<file path="config.mk">
export PLATFORM = sky130hd
export DESIGN_NAME = ed_register_stage
export DESIGN_NICKNAME = d
export VERILOG_FILES = /design/src/rtl/ed_pkg.sv /design/src/rtl/ed_sat_counter.sv /design/src/rtl/ed_register_stage.sv
export SDC_FILE = /design/constraint.sdc
export NUM_CORES = 1
export LEC_CHECK = 0
export CAP_MARGIN = 20
export CORE_MARGIN = 4
export CORE_UTILIZATION = 46
export DETAILED_ROUTE_END_ITERATION = 6
export GPL_ROUTABILITY_DRIVEN = 0
export PLACE_DENSITY = 0.74
export SLEW_MARGIN = 40
export SYNTH_ARGS = -nofsm -noshare
export SYNTH_HDL_FRONTEND = slang
export SYNTH_SLANG_ARGS = --single-unit
</file>
<file path="constraint.sdc">
create_clock -name clk -period 2.2 [get_ports clk]
set_clock_uncertainty 0.1 [all_clocks]
set_input_delay 0.33 -clock clk [delete_from_list [all_inputs] [get_ports clk]]
set_output_delay 0.33 -clock clk [all_outputs]
set_load 0.02 [all_outputs]
</file>
<file path="src/rtl/ed_pkg.sv">
// Shared types and default sizes for the timing-error-detecting register stage.
package ed_pkg;

   localparam int unsigned ED_WIDTH = 16;
   localparam int unsigned ED_CNT_W = 8;

   typedef enum logic [1:0] {
      S_IDLE = 2'd0,
      S_HELD = 2'd1,
      S_EVAL = 2'd2
   } ed_state_t;

endpackage : ed_pkg

</file>
<file path="src/rtl/ed_sat_counter.sv">
// Saturating up-counter for detected mismatches; sticks at all-ones, never wraps.
module ed_sat_counter #(
   parameter int unsigned CNT_W = 8
) (
   input  logic             clk,
   input  logic             rst,
   input  logic             inc,
   output logic [CNT_W-1:0] cnt_o
);

   logic [CNT_W-1:0] r_cnt;

   always_ff @(posedge clk) begin
      if (!rst) begin
         r_cnt <= '0;
      end else if (inc && (r_cnt != {CNT_W{1'b1}})) begin
         r_cnt <= r_cnt + CNT_W'(1);
      end
   end

   assign cnt_o = r_cnt;

endmodule : ed_sat_counter

</file>
<file path="src/rtl/ed_register_stage.sv">
// Error-detecting register: main capture on cap_i, shadow sample at window rise,
// mismatch reported on alternating Err0/Err1 lines with optional correction.
module ed_register_stage
   import ed_pkg::*;
#(
   parameter int unsigned WIDTH   = ED_WIDTH,
   parameter int unsigned CNT_W   = ED_CNT_W,
   parameter bit          CORRECT = 1'b1
) (
   input  logic             clk,
   input  logic             rst,
   input  logic             cap_i,
   input  logic             sample_i,
   input  logic [WIDTH-1:0] d_i,
   output logic [WIDTH-1:0] q_o,
   output logic             Err0,
   output logic             Err1,
   output logic             phase_o,
   output logic [CNT_W-1:0] err_cnt_o,
   output logic             viol_o
);

   ed_state_t        r_state,  w_state_nx;
   logic [WIDTH-1:0] r_q,      w_q_nx;
   logic [WIDTH-1:0] r_shadow, w_shadow_nx;
   logic             r_err0,   w_err0_nx;
   logic             r_err1,   w_err1_nx;
   logic             r_phase,  w_phase_nx;
   logic             r_viol,   w_viol_nx;
   logic             r_sample_q;
   logic             w_rise, w_fall, w_mis, w_inc;

   assign w_rise = sample_i & ~r_sample_q;
   assign w_fall = ~sample_i & r_sample_q;
   assign w_mis  = (d_i != r_q);

   // State and datapath registers
   always_ff @(posedge clk) begin
      if (!rst) begin
         r_state    <= S_IDLE;
         r_q        <= '0;
         r_shadow   <= '0;
         r_err0     <= 1'b0;
         r_err1     <= 1'b0;
         r_phase    <= 1'b0;
         r_viol     <= 1'b0;
         r_sample_q <= 1'b0;
      end else begin
         r_state    <= w_state_nx;
         r_q        <= w_q_nx;
         r_shadow   <= w_shadow_nx;
         r_err0     <= w_err0_nx;
         r_err1     <= w_err1_nx;
         r_phase    <= w_phase_nx;
         r_viol     <= w_viol_nx;
         r_sample_q <= sample_i;
      end
   end

   // Next-state and next-value logic
   always_comb begin
      w_state_nx  = r_state;
      w_q_nx      = r_q;
      w_shadow_nx = r_shadow;
      w_err0_nx   = r_err0;
      w_err1_nx   = r_err1;
      w_phase_nx  = r_phase;
      w_viol_nx   = r_viol;
      w_inc       = 1'b0;
      unique case (r_state)
         S_IDLE: begin
            if (cap_i) begin
               w_q_nx     = d_i;
               w_state_nx = S_HELD;
            end
            if (w_rise) w_viol_nx = 1'b1;
         end
         S_HELD: begin
            if (cap_i) w_viol_nx = 1'b1;
            if (w_rise) begin
               w_shadow_nx = d_i;
               w_err0_nx   = w_mis & ~r_phase;
               w_err1_nx   = w_mis &  r_phase;
               w_inc       = w_mis;
               if (w_mis && CORRECT) w_q_nx = d_i;
               w_state_nx  = S_EVAL;
            end
         end
         S_EVAL: begin
            if (cap_i) w_viol_nx = 1'b1;
            // Corrected value is held from the shadow copy for the whole window
            if (CORRECT && (r_err0 || r_err1)) w_q_nx = r_shadow;
            if (w_fall) begin
               w_err0_nx  = 1'b0;
               w_err1_nx  = 1'b0;
               w_phase_nx = ~r_phase;
               w_state_nx = S_IDLE;
            end
         end
         default: w_state_nx = S_IDLE;
      endcase
   end

   ed_sat_counter #(
      .CNT_W (CNT_W)
   ) u_err_cnt (
      .clk   (clk),
      .rst   (rst),
      .inc   (w_inc),
      .cnt_o (err_cnt_o)
   );

   assign q_o     = r_q;
   assign Err0    = r_err0;
   assign Err1    = r_err1;
   assign phase_o = r_phase;
   assign viol_o  = r_viol;

endmodule : ed_register_stage
</file>
==> PnR_summary.wiki, run 1 <==
{| class="wikitable"
! Metric !! Value
|-
| CTS tree || done
|-
| Hold Crit Depth || 2
|-
| Kind of start point of the critical path || primary input
|-
| RSZ-0062 raised after global routing || false
|-
| Area of the mapped netlist || 0.00242 mm2
|-
| Area growth from synthesis to final layout || 32.2%
|-
| Synthesized netlist net count || between 200 and 300
|-
| Fill count || approximately 450
|-
| H-tree lvl count || 2
|-
| Yosys cell types || between 40 and 50
|-
| Die height || 80.5 um
|-
| Slew at the pin closest to its max-slew limit || ~0.35 ns
|-
| Origin of the critical flop-to-flop path || r_state[0]$_SDFFE_PN0P_
|-
| Leftover overflow at the end of global routing || 0
|-
| Rows || 26
|-
| Data arrival at the endpoint of the critical path || 2.16 ns
|-
| Via count || 2029
|-
| Post-layout minimum cycle time || ~2.1 ns
|-
| Port Buffers || 47
|-
| Synth Area in XOR/XNOR || 0.0615
|-
| Area of the die || approximately 0.0065 mm2
|-
| Drt pass-1 iters || 4
|-
| Final net count || 349
|-
| Maxcap violations || 0
|-
| Worst rel slew slack || 0.767
|-
| Yosys top cell by area || dfxtp_1
|-
| EDFF count, synth || 0
|-
| Syn_area_per_cell || between 9 and 10 um2
|-
| Top post-synthesis cells by area || dfxtp_1 (39%), nand2_1 (9.0%), mux2i_1 (8.7%), o221a_1 (7.4%), xnor2_1 (6.1%)
|-
| Global-route usage over all layers || 0.188
|-
| Crit Path Class || in -> reg
|-
| Clock tree buffer depth || 2
|-
| Main combinational cell family by area after synthesis || simple AND/OR/NAND/NOR gates
|-
| Warnings from Yosys || 0
|-
| Static leakage || between 1 and 1.5 nW
|-
| Met1 WL || 2630 um
|-
| Largest net degree at the start of global routing || between 50 and 60
|-
| Pins over their slew limit || 0
|-
| Cts bufs inserted || 5
|-
| Critical-path cell list || clkdlybuf4s50_1 > xnor2_1 > nand4_1 > nor4_4 > a21boi_4 > buf_4 > o221a_1
|-
| Area fraction of the dominant cell type after synthesis || 0.389
|-
| Via count of the first global-routing pass || just over 2000
|-
| Final instance area || about 0.0032 mm2
|-
| Peak clock frequency supported by timing || about 480 MHz
|-
| Cell area after placement || between 0.003 and 0.004 mm2
|-
| Detail Route met2 WL || around 2700 um
|-
| Initial antenna violation count || 0
|-
| Number of top-level pins || 48
|-
| Detailed-route wire length || roughly 5600 um
|-
| Part of the Yosys area used for sequential elements || 0.389
|-
| Final-report hold violation count || 0
|-
| Adder-cell area share of the yosys netlist || 0.0310
|-
| FF-to-FF setup slack || roughly 0.15 ns
|-
| Worst Hold Launch || r_shadow[9]$_SDFFE_PN0P_
|-
| Class of the most critical hold timing path || reg -> reg
|-
| Average wire length per cell after detail routing || about 14 um
|-
| Worst reg2reg path depth || 7
|-
| CP required || between 2 and 2.5 ns
|-
| Total met3 wirelength after detailed routing || roughly 250 um
|-
| VDD IR-drop max || roughly 0.44 mV
|-
| Crit path capture type || flop
|-
| Routed Antenna Nets || 0
|-
| Share of flip-flops with an asynchronous set or reset || 0
|-
| Simple logic cell fraction of the synthesized area || 0.192
|-
| Number of remaining DRC errors || 0
|-
| Final count of negative-setup-slack endpoints || 0
|-
| Chip width || 80.5 um
|-
| Area fraction in compound gates after synthesis || 0.192
|-
| Drt initial violations || 127
|-
| Hold endpoint || r_shadow[9]$_SDFFE_PN0P_
|-
| Fraction of layout cells with a size suffix above 1 || 0.133
|-
| Multiplexer share of the synthesized area || 0.0868
|-
| Kind of cell adding the most delay to the critical path || buffers and inverters
|-
| Clock root buffer || clkbuf_8
|-
| Floorplan core area || 0.00511 mm2
|-
| Result of the run || completed
|-
| Detailed-placement wirelength estimate || between 3000 and 4000 um
|-
| Power per cell area || roughly 1000 mW/mm2
|-
| Highest routed layer || met4
|-
| Delay of the slowest critical-path stage || 0.51 ns
|-
| Via density || roughly 5
|-
| Final period util || 0.939
|-
| Hold buffer count at CTS || 0
|-
| Worst-path cell with the longest stage delay || clkdlybuf4s50_1
|-
| Final Core Density || 0.627
|-
| Diode count || 0
|-
| Endpoint of the worst-slack reg-to-reg timing path || q_o[11]$_SDFFE_PN0P_
|-
| Clk pin slew, worst setup/hold paths || ~0.090 ns
|-
| Sinks on the clock net || between 40 and 50
|-
| Clock insertion delay at the later pin of the skew report || around 0.31 ns
|-
| Effective utilization at floorplan || 0.474
|-
| Flop and latch count out of synthesis || 47
|-
| Primary FF master, synth || dfxtp_1
|-
| Buffering stage count on the worst path with inverters included || 2
|-
| Mapped Cells || 260
|-
| Global-route wire length before repair || roughly 9500 um
|-
| Total negative slack for setup checks || 0 ns
|-
| Largest fanout on the critical path || 5
|}
==> routing by layer <==
| metal | vias to the layer above | global-route usage |
|---|---|---|
| met5 | - | 0 |
| met4 | 0 | 0.0608 |
| met3 | 5 | 0.0392 |
| met2 | 44 | 0.310 |
| met1 | 940 | 0.244 |
| li1 | 1040 | - |
==> stage by stage <==
stage	hold WS, ns	setup WS (ns)	power, mW	instances
2_1_floorplan	0.343	0.126	2.18	260
3_3_place_gp	0.346	-0.117	2.73	383
3_5_place_dp	0.357	-0.182	2.76	383
4_1_cts	0.371	0.0101	3.31	391
5_1_grt	0.393	0.0425	3.56	394
6_report	0.367	0.135	3.33	394
==> cells by family (layout without fill, tap and decap cells) <==
family	count (synthesis)	after routing
AND/OR/NAND/NOR	95	95
AO/OA/AOI/OAI	50	50
flip-flops	47	47
buffers and inverters	24	88
multiplexers	21	21
XOR/XNOR	17	17
adder cells (fa/ha/maj)	6	6
==> layout make-up <==
cell class                      count  area [um2]  area share
Clock buffer                        5        68.8      0.0215
Clock inverter                      3        25.0     0.00782
Inverter                            6        22.5     0.00704
Multi-Input combinational cell    189        1370       0.428
Sequential cell                    47         941       0.294
Tap cell                           70        87.6      0.0274
Timing Repair Buffer               74         686       0.214
==> cell usage in the layout (no fill, tap or decap), drive strengths merged <==
cell type	count
inv	6
clkinvlp	1
dfxtp	47
nand2b	5
o41ai	2
a21boi	19
or3	1
ha	6
mux2i	21
nor2	4
nor2b	3
o31ai	1
or2	2
and2	4
nand3b	1
o221a	17
clkinv	2
a21oi	3
o21a	2
nand2	58
nor3b	1
o221ai	1
xnor2	17
nand3	3
nor4b	2
a221oi	2
nor3	2
buf	27
nand4	6
clkdlybuf4s50	47
or4	2
o21ai	2
nor4	1
clkbuf	5
a2111oi	1
==> repair_timing <==
item                                    in CTS  in global routing
endpoints found under the setup margin       0                 17
setup buffers                                0                  3
resized for setup                            0                  1
==> worst reg2reg max path, delay by kind of cell, from the launching register on <==
family / cells / cell delay (ns)
AOI/OAI and AO/OA: 2 / 0.61
adders and majority gates: 1 / 0.22
buffers and inverters: 2 / 0.39
DFF: 1 / 0.37
and+or+nand+nor: 2 / 0.25
==> how the worst max path moves through the flow <==
stage                                      end  cells after the start               startpoint  slack (ns)
final                      q_o[8]$_SDFFE_PN0P_                      7                  d_i[11]        0.13
after global routing       q_o[0]$_SDFFE_PN0P_                      7                  d_i[11]        0.04
after CTS                 q_o[11]$_SDFFE_PN0P_                      6  r_state[0]$_SDFFE_PN0P_        0.01
after detailed placement   q_o[0]$_SDFFE_PN0P_                      7                  d_i[11]       -0.18
after global placement     q_o[4]$_SDFFE_PN0P_                      7                  d_i[11]       -0.12
after floorplan            q_o[0]$_SDFFE_PN0P_                      8  r_state[0]$_SDFFE_PN0P_        0.13
==> power breakdown <==
part | total [mW] | leakage [nW] | internal [mW] | switching [mW]
Combinational | 1.58 | 0.697 | 0.791 | 0.792
Sequential | 1.21 | 0.385 | 1.04 | 0.170
Clock | 0.541 | 0.0443 | 0.228 | 0.313
Total | 3.33 | 1.13 | 2.06 | 1.27
==> state kept, by name (all words and copies together), names as in the netlist <==
name             count
Err0                 1
Err1                 1
phase_o              1
q_o                 16
r_sample_q           1
r_shadow            16
r_state              2
u_err_cnt.cnt_o      8
viol_o               1
==> cell usage after synthesis (2+ instances only) <==
master / count
nand2_1: 58
nor4b_1: 2
o221a_1: 16
o21a_1: 2
and2_1: 4
nor3_1: 2
nor2_1: 4
buf_2: 5
nor2b_1: 3
dfxtp_1: 47
mux2i_1: 21
nand3_1: 3
o21ai_0: 2
nand2b_1: 4
nand4_1: 6
ha_1: 6
or4_1: 2
a221oi_1: 2
inv_1: 5
clkbuf_1: 9
buf_6: 2
a21boi_1: 2
xnor2_1: 17
a21oi_1: 3
o41ai_1: 2
a21boi_0: 16
No activity file was read; power rests on OpenSTA's default activity.
==> run 2, diff against run 1 <==
- CORE_UTILIZATION: 46 -> 51
- GPL_ROUTABILITY_DRIVEN: 0 -> default
- PLACE_DENSITY: 0.74 -> 0.78
- clock period: 2.2 -> 2.24 ns (I/O delays scaled with it)
==> run 2 against run 1 <==
Compared with the run above: non-clock buffer count decreased by 11; power decreased by 2.1%; sequential share of layout area increased by 0.74 points; global-route usage increased by 0.25 points; sequential cell count unchanged; critical path depth unchanged; count of clock-buffer cells in the layout increased by 1; largest cell class unchanged; via count decreased by 1.6%; routed wire length decreased by 3.0%; die area decreased by 8.8%.
==> PnR_summary.wiki, run 2 (same netlist as run 1, synthesis figures left out) <==
{| class="wikitable"
! Metric !! Value
|-
| Routability cong. || between 0.7 and 0.8
|-
| Final Core Density || 0.698 (+0.0711)
|-
| Kind of start point of the critical path || flop
|-
| Maxcap violations || 0 (unchanged)
|-
| Sinks on the clock net || 47 (unchanged)
|-
| Via count of the first global-routing pass || 1949 (-3.6%)
|-
| Peak clock frequency supported by timing || 489 MHz
|-
| Floorplan core area || 0.00447 mm2 (-12%)
|-
| Detailed-route wire length || 5430 um (-3.0%)
|-
| Routed Antenna Nets || 0 (unchanged)
|-
| Static leakage || 1.08 nW (-3.8%)
|-
| Final worst slack || 0.195 ns (+0.0600 ns)
|-
| Power per cell area || 1050 mW/mm2 (+0.33%)
|-
| Clock tree buffer depth || 2 (unchanged)
|-
| Clock network fraction of total power || 0.166 (+0.004)
|-
| Area growth from synthesis to final layout || 28.9%
|-
| Diode count || 0 (unchanged)
|-
| Crit Path Class || reg -> reg
|-
| Largest fanout on the critical path || 16 (+11)
|-
| Via count || 1997 (-1.6%)
|-
| Delay of the slowest critical-path stage || 0.38 ns (-0.13 ns)
|-
| Internal || 2.03 mW (-1.2%)
|-
| Number of top-level pins || 48 (unchanged)
|-
| Worst reg2reg path depth || 7 (unchanged)
|-
| Leftover overflow at the end of global routing || 0 (unchanged)
|-
| Power, Total || 3.26 mW (-2.1%)
|-
| Global-route usage over all layers || 0.190 (+0.00250)
|-
| Fraction of power spent switching nets || 0.377 (-0.00572)
|-
| Class of the most critical hold timing path || reg -> reg
|-
| Cts bufs inserted || 5 (unchanged)
|-
| Post-layout minimum cycle time || between 2 and 2.5 ns
|-
| Fraction of layout cells with a size suffix above 1 || 0.102 (-0.0305)
|-
| Clk pin slew, worst setup/hold paths || 0.09 ns (about the same)
|-
| Worst-path cell with the longest stage delay || dfxtp_1
|-
| Via density || 5.47 (+6.2%)
|-
| Power share of the combinational group || 0.469 (-0.006)
|-
| Fill count || 379 (-17%)
|-
| Result of the run || completed
|-
| Switching pwr || 1.23 mW (-3.6%)
|-
| Worst rel slew slack || 0.694 (-0.0727)
|-
| Die height || 76.9 um (-4.5%)
|-
| Pins over their slew limit || 0 (unchanged)
|-
| Effective utilization at floorplan || 0.541 (+0.0671)
|-
| Average wire length per cell after detail routing || 14.9 um (+4.7%)
|-
| Register share of total power || 0.365 (+0.002)
|-
| CP required || 2.34 ns (+0.05 ns)
|-
| Hold buffer count at CTS || 0 (unchanged)
|-
| Final net count || 338 (-3.2%)
|-
| Drt initial violations || 117 (-7.9%)
|-
| CTS tree || done
|-
| Crit path capture type || flop
|-
| Final instance area || 0.00312 mm2 (-2.5%)
|-
| Data arrival at the endpoint of the critical path || 2.14 ns (-0.02 ns)
|-
| Drt pass-1 iters || 4 (unchanged)
|-
| Detailed-placement wirelength estimate || 3760 um (-2.3%)
|-
| Cell area after placement || 0.00300 mm2 (-2.5%)
|-
| Total negative slack for setup checks || 0 ns (unchanged)
|-
| Most common cell after layout, fill and taps aside || nand2_1
|-
| Rows || 24 (-7.7%)
|-
| Final period util || 0.913
|-
| H-tree lvl count || 2 (unchanged)
|-
| Global-route wire length before repair || 9210 um (-2.8%)
|-
| Register area || 941 um2 (unchanged)
|-
| VDD IR-drop max || 0.481 mV (+8.3%)
|-
| Most frequent cells in the layout || nand2_1 (58), dfxtp_1 (47), clkdlybuf4s50_1 (47)
|-
| Slew at the pin closest to its max-slew limit || 0.459 ns (+0.109 ns)
|-
| Port Buffers || 47 (unchanged)
|-
| Clock insertion delay at the later pin of the skew report || 0.30 ns (about the same)
|-
| Post-placement worst setup slack || -0.112 ns (+0.0706 ns)
|-
| Multi-input logic area || 0.00137 mm2 (-0.27%)
|-
| Final-report hold violation count || 0 (unchanged)
|-
| Number of remaining DRC errors || 0 (unchanged)
|-
| Chip width || 76.9 um (-4.5%)
|-
| Largest net degree at the start of global routing || 53 (unchanged)
|-
| Hold Crit Depth || 2 (unchanged)
|-
| Initial antenna violation count || 0 (unchanged)
|-
| Area of the die || 0.00591 mm2 (-8.8%)
|-
| RSZ-0062 raised after global routing || false
|-
| Critical-path cell list || inv_1 > ha_1 > nor2b_1 > a2111oi_4 > buf_4 > nand2_1 > o221a_1
|-
| Clock root buffer || clkbuf_8
|-
| Final count of negative-setup-slack endpoints || 0 (unchanged)
|}
run 2: cell types whose count changed in the layout (fill, tap and decap cells not counted), sizes merged:
cell,change
buf,-11
clkbuf,+1
clkinv,-1
run 2: metrics by stage:
step,hold WS [ns],instances
final,0.367,365
after CTS,0.369,364
after floorplan,0.343,260
after detailed placement,0.354,356
after global placement,0.348,356
after global routing,0.396,365
run 2: metal layers:
metal	part of all wire	track usage
met4	0.014	0.0707
met5	0	0
met1	0.48	0.243
met3	0.040	0.0398
met2	0.47	0.315
run 2: critical path, delay by kind of cell (launching register included):
family | cells | cell delay [ns]
buffers and inverters | 2 | 0.39
flip-flops | 1 | 0.38
AND/OR/NAND/NOR | 2 | 0.26
AO/OA/AOI/OAI | 2 | 0.60
adder cells (fa/ha/maj) | 1 | 0.22
run 2: timing repair:
item	in CTS	in global routing
gates resized for setup	0	1
buffers inserted	0	1
endpoints found under the setup margin	0	17
run 2: path summary, 6_finish.rpt:
kind,from,endpoint,slack (ns)
max reg2reg,r_state[0]$_SDFFE_PN0P_,q_o[13]$_SDFFE_PN0P_,0.19
min reg2reg,r_shadow[10]$_SDFFE_PN0P_,r_shadow[10]$_SDFFE_PN0P_,0.37
max,r_state[0]$_SDFFE_PN0P_,q_o[13]$_SDFFE_PN0P_,0.19
min,r_shadow[10]$_SDFFE_PN0P_,r_shadow[10]$_SDFFE_PN0P_,0.37
run 2: cell type report:
type	instances	share of cell area
clock buffers	6	0.0265
clock inverters	2	0.00521
inverters	6	0.00721
multi-input cells	189	0.438
flip-flops and latches	47	0.301
well taps	52	0.0208
repair buffers	63	0.201
run 2: power groups by stage:
stage          logic (mW)  registers, mW  clock network [mW]
5_1_grt              1.66           1.22               0.582
4_1_cts              1.48           1.19               0.562
2_1_floorplan       0.795           1.34                   0
6_report             1.53           1.19               0.541
3_3_place_gp         1.45           1.20                   0
3_5_place_dp         1.46           1.20                   0
==> run 3, diff against run 2 <==
- CORE_MARGIN: 4 -> default
- CTS_CLUSTER_SIZE: default -> 16
==> run 3 against run 2 <==
Compared with the run above: the flow now finishes with violations (DRC); combinational power barely moved; hold slack lost 0.0026 ns; first-iteration DRC count grew 10%; final cell count is 0.55% higher; clock power up 10%; non-clock buffer count increased by 3; critical endpoint is now q_o[8]$_SDFFE_PN0P_; largest cell class unchanged; setup slack lost 0.028 ns; global-route usage grew 3.9 points; sequential share of layout area down 0.11 points; die area decreased by 15%; largest power group unchanged; via count up 1.6%.
==> PnR_summary.wiki, run 3 (same netlist as run 1, synthesis figures left out) <==
{| class="wikitable"
! Metric !! Value
|-
| Global Route met1 Usage || 0.321 (+0.0783)
|-
| Violations in the final reports || DRC
|-
| CTS tree || done
|-
| Register area || 941 um2 (unchanged)
|-
| Routing layer with the top usage in global route || met2
|-
| Power per cell area || 1060 mW/mm2 (+1.2%)
|-
| Crit Path Class || in -> reg
|-
| Detailed-route wire length || 5420 um (-0.20%)
|-
| Global-route usage over all layers || 0.229 (+0.0386)
|-
| Final net count || 341 (+0.89%)
|-
| VDD IR-drop max || 0.531 mV (+10%)
|-
| Post-layout minimum cycle time || 2.07 ns (+0.0285 ns)
|-
| H-tree lvl count || 2 (unchanged)
|-
| Sinks on the clock net || 47 (unchanged)
|-
| Global routing usage on met2 || 0.354 (+0.0383)
|-
| Final-report hold violation count || 0 (unchanged)
|-
| Final period util || 0.926 (+0.0127)
|-
| Routability cong. || 0.842 (+8.6%)
|-
| Static leakage || 1.10 nW (+1.5%)
|-
| Average wire length per cell after detail routing || 14.8 um (-0.75%)
|-
| Clock root buffer || clkbuf_8
|-
| Multi-input logic area || 0.00136 mm2 (-0.18%)
|-
| Diode count || 0 (unchanged)
|-
| Port Buffers || 47 (unchanged)
|-
| Most common cell after layout, fill and taps aside || nand2_1
|-
| Result of the run || finished, violations left
|-
| Routed Antenna Nets || 0 (unchanged)
|-
| Slew at the pin closest to its max-slew limit || 0.470 ns (+0.0109 ns)
|-
| Global-route wire length before repair || 8970 um (-2.6%)
|-
| Initial antenna violation count || 0 (unchanged)
|-
| Clock tree buffer depth || 2 (unchanged)
|-
| Pins over their slew limit || 0 (unchanged)
|-
| Class of the most critical hold timing path || reg -> reg
|-
| Via density || 5.53 (+1.0%)
|-
| Area of the die || 0.00503 mm2 (-15%)
|-
| Rows || 24 (unchanged)
|-
| Hold buffer count at CTS || 0 (unchanged)
|-
| CP required || 2.33 ns (about the same)
|-
| Final count of negative-setup-slack endpoints || 0 (unchanged)
|-
| Detailed-placement wirelength estimate || 3740 um (-0.65%)
|-
| PostCTS Resize Cnt || 0 (unchanged)
|-
| Worst rel slew slack || 0.687 (-0.00729)
|-
| Die height || 70.9 um (-7.8%)
|-
| Peak clock frequency supported by timing || 482 MHz (-1.4%)
|-
| GRT met3 Usage || 0.0370 (-0.00278)
|-
| Via count || 2029 (+1.6%)
|-
| Chip width || 70.9 um (-7.8%)
|-
| Clock insertion delay at the later pin of the skew report || 0.30 ns (about the same)
|-
| Data arrival at the endpoint of the critical path || 2.16 ns (+0.02 ns)
|-
| Crit path capture type || flop
|-
| RSZ-0062 raised after global routing || false
|-
| Largest net degree at the start of global routing || 53 (unchanged)
|-
| Drt initial violations || 129 (+10%)
|-
| Floorplan core area || 0.00444 mm2 (-0.67%)
|-
| Maxcap violations || 0 (unchanged)
|-
| Kind of start point of the critical path || primary input
|-
| Number of remaining DRC errors || 8 (+8)
|-
| Fraction of layout cells with a size suffix above 1 || 0.102 (-0.000649)
|-
| Cts bufs inserted || 5 (unchanged)
|-
| Fill count || 386 (+1.8%)
|-
| # Post-CTS Setup Buffers || 0 (unchanged)
|-
| Area growth from synthesis to final layout || 29.4%
|-
| Final worst slack || 0.166 ns (-0.0285 ns)
|-
| Most frequent cells in the layout || nand2_1 (58), dfxtp_1 (47), clkdlybuf4s50_1 (47)
|-
| Number of top-level pins || 48 (unchanged)
|-
| Clk pin slew, worst setup/hold paths || 0.08 ns (about the same)
|-
| Power, Total || 3.32 mW (+1.6%)
|-
| Largest fanout on the critical path || 15 (-1)
|-
| Effective utilization at floorplan || 0.545 (+0.00366)
|-
| Via count of the first global-routing pass || 1846 (-5.3%)
|-
| Drt pass-1 iters || 6 (+2)
|-
| Leftover overflow at the end of global routing || 0 (unchanged)
|-
| Post-placement worst setup slack || -0.0816 ns (+0.0302 ns)
|}
-- run 3: routing by layer --
metal  wire, um  share of wire
met4         87          0.016
met1       2660           0.49
met2       2470           0.46
met3        194          0.036
met5          0              0
-- run 3: worst max-delay path, cell delays in order --
cell	delay [ns]
clkdlybuf4s50_1	0.52
xnor2_1	0.16
nand4_1	0.19
nor4_4	0.43
a21boi_4	0.11
buf_12	0.16
o221a_1	0.25
-- run 3: path summary, 6_finish.rpt --
kind,cells past startpoint,slack [ns],start,end
max,7,0.17,d_i[10],q_o[8]$_SDFFE_PN0P_
min,2,0.36,r_shadow[7]$_SDFFE_PN0P_,r_shadow[7]$_SDFFE_PN0P_
max reg2reg,7,0.18,r_state[0]$_SDFFE_PN0P_,q_o[8]$_SDFFE_PN0P_
min reg2reg,2,0.36,r_shadow[7]$_SDFFE_PN0P_,r_shadow[7]$_SDFFE_PN0P_
-- run 3: area by class of cell --
cell class | count | share of cell area
repair buffers | 66 | 0.204
well taps | 52 | 0.0208
clock inverters | 1 | 0.00958
flip-flops and latches | 47 | 0.300
clock buffers | 6 | 0.0232
inverters | 6 | 0.00719
multi-input cells | 189 | 0.435
-- run 3: per-stage QoR --
step / hold slack (ns) / instances / TNS, ns / utilization / area (um2)
3_3_place_gp: 0.349 / 359 / -1.89 / 0.677 / 3010
2_1_floorplan: 0.343 / 260 / 0 / - / 2420
6_report: 0.365 / 367 / 0 / 0.705 / 3130
4_1_cts: 0.368 / 366 / 0 / 0.700 / 3110
3_5_place_dp: 0.353 / 359 / -1.62 / 0.677 / 3010
5_1_grt: 0.388 / 367 / 0 / 0.705 / 3130
-- run 3: power by group --
group / switching, mW / internal (mW) / leakage, nW / total [mW]
combinational: 0.771 / 0.760 / 0.663 / 1.53
sequential: 0.167 / 1.02 / 0.385 / 1.19
clock: 0.268 / 0.327 / 0.0513 / 0.595
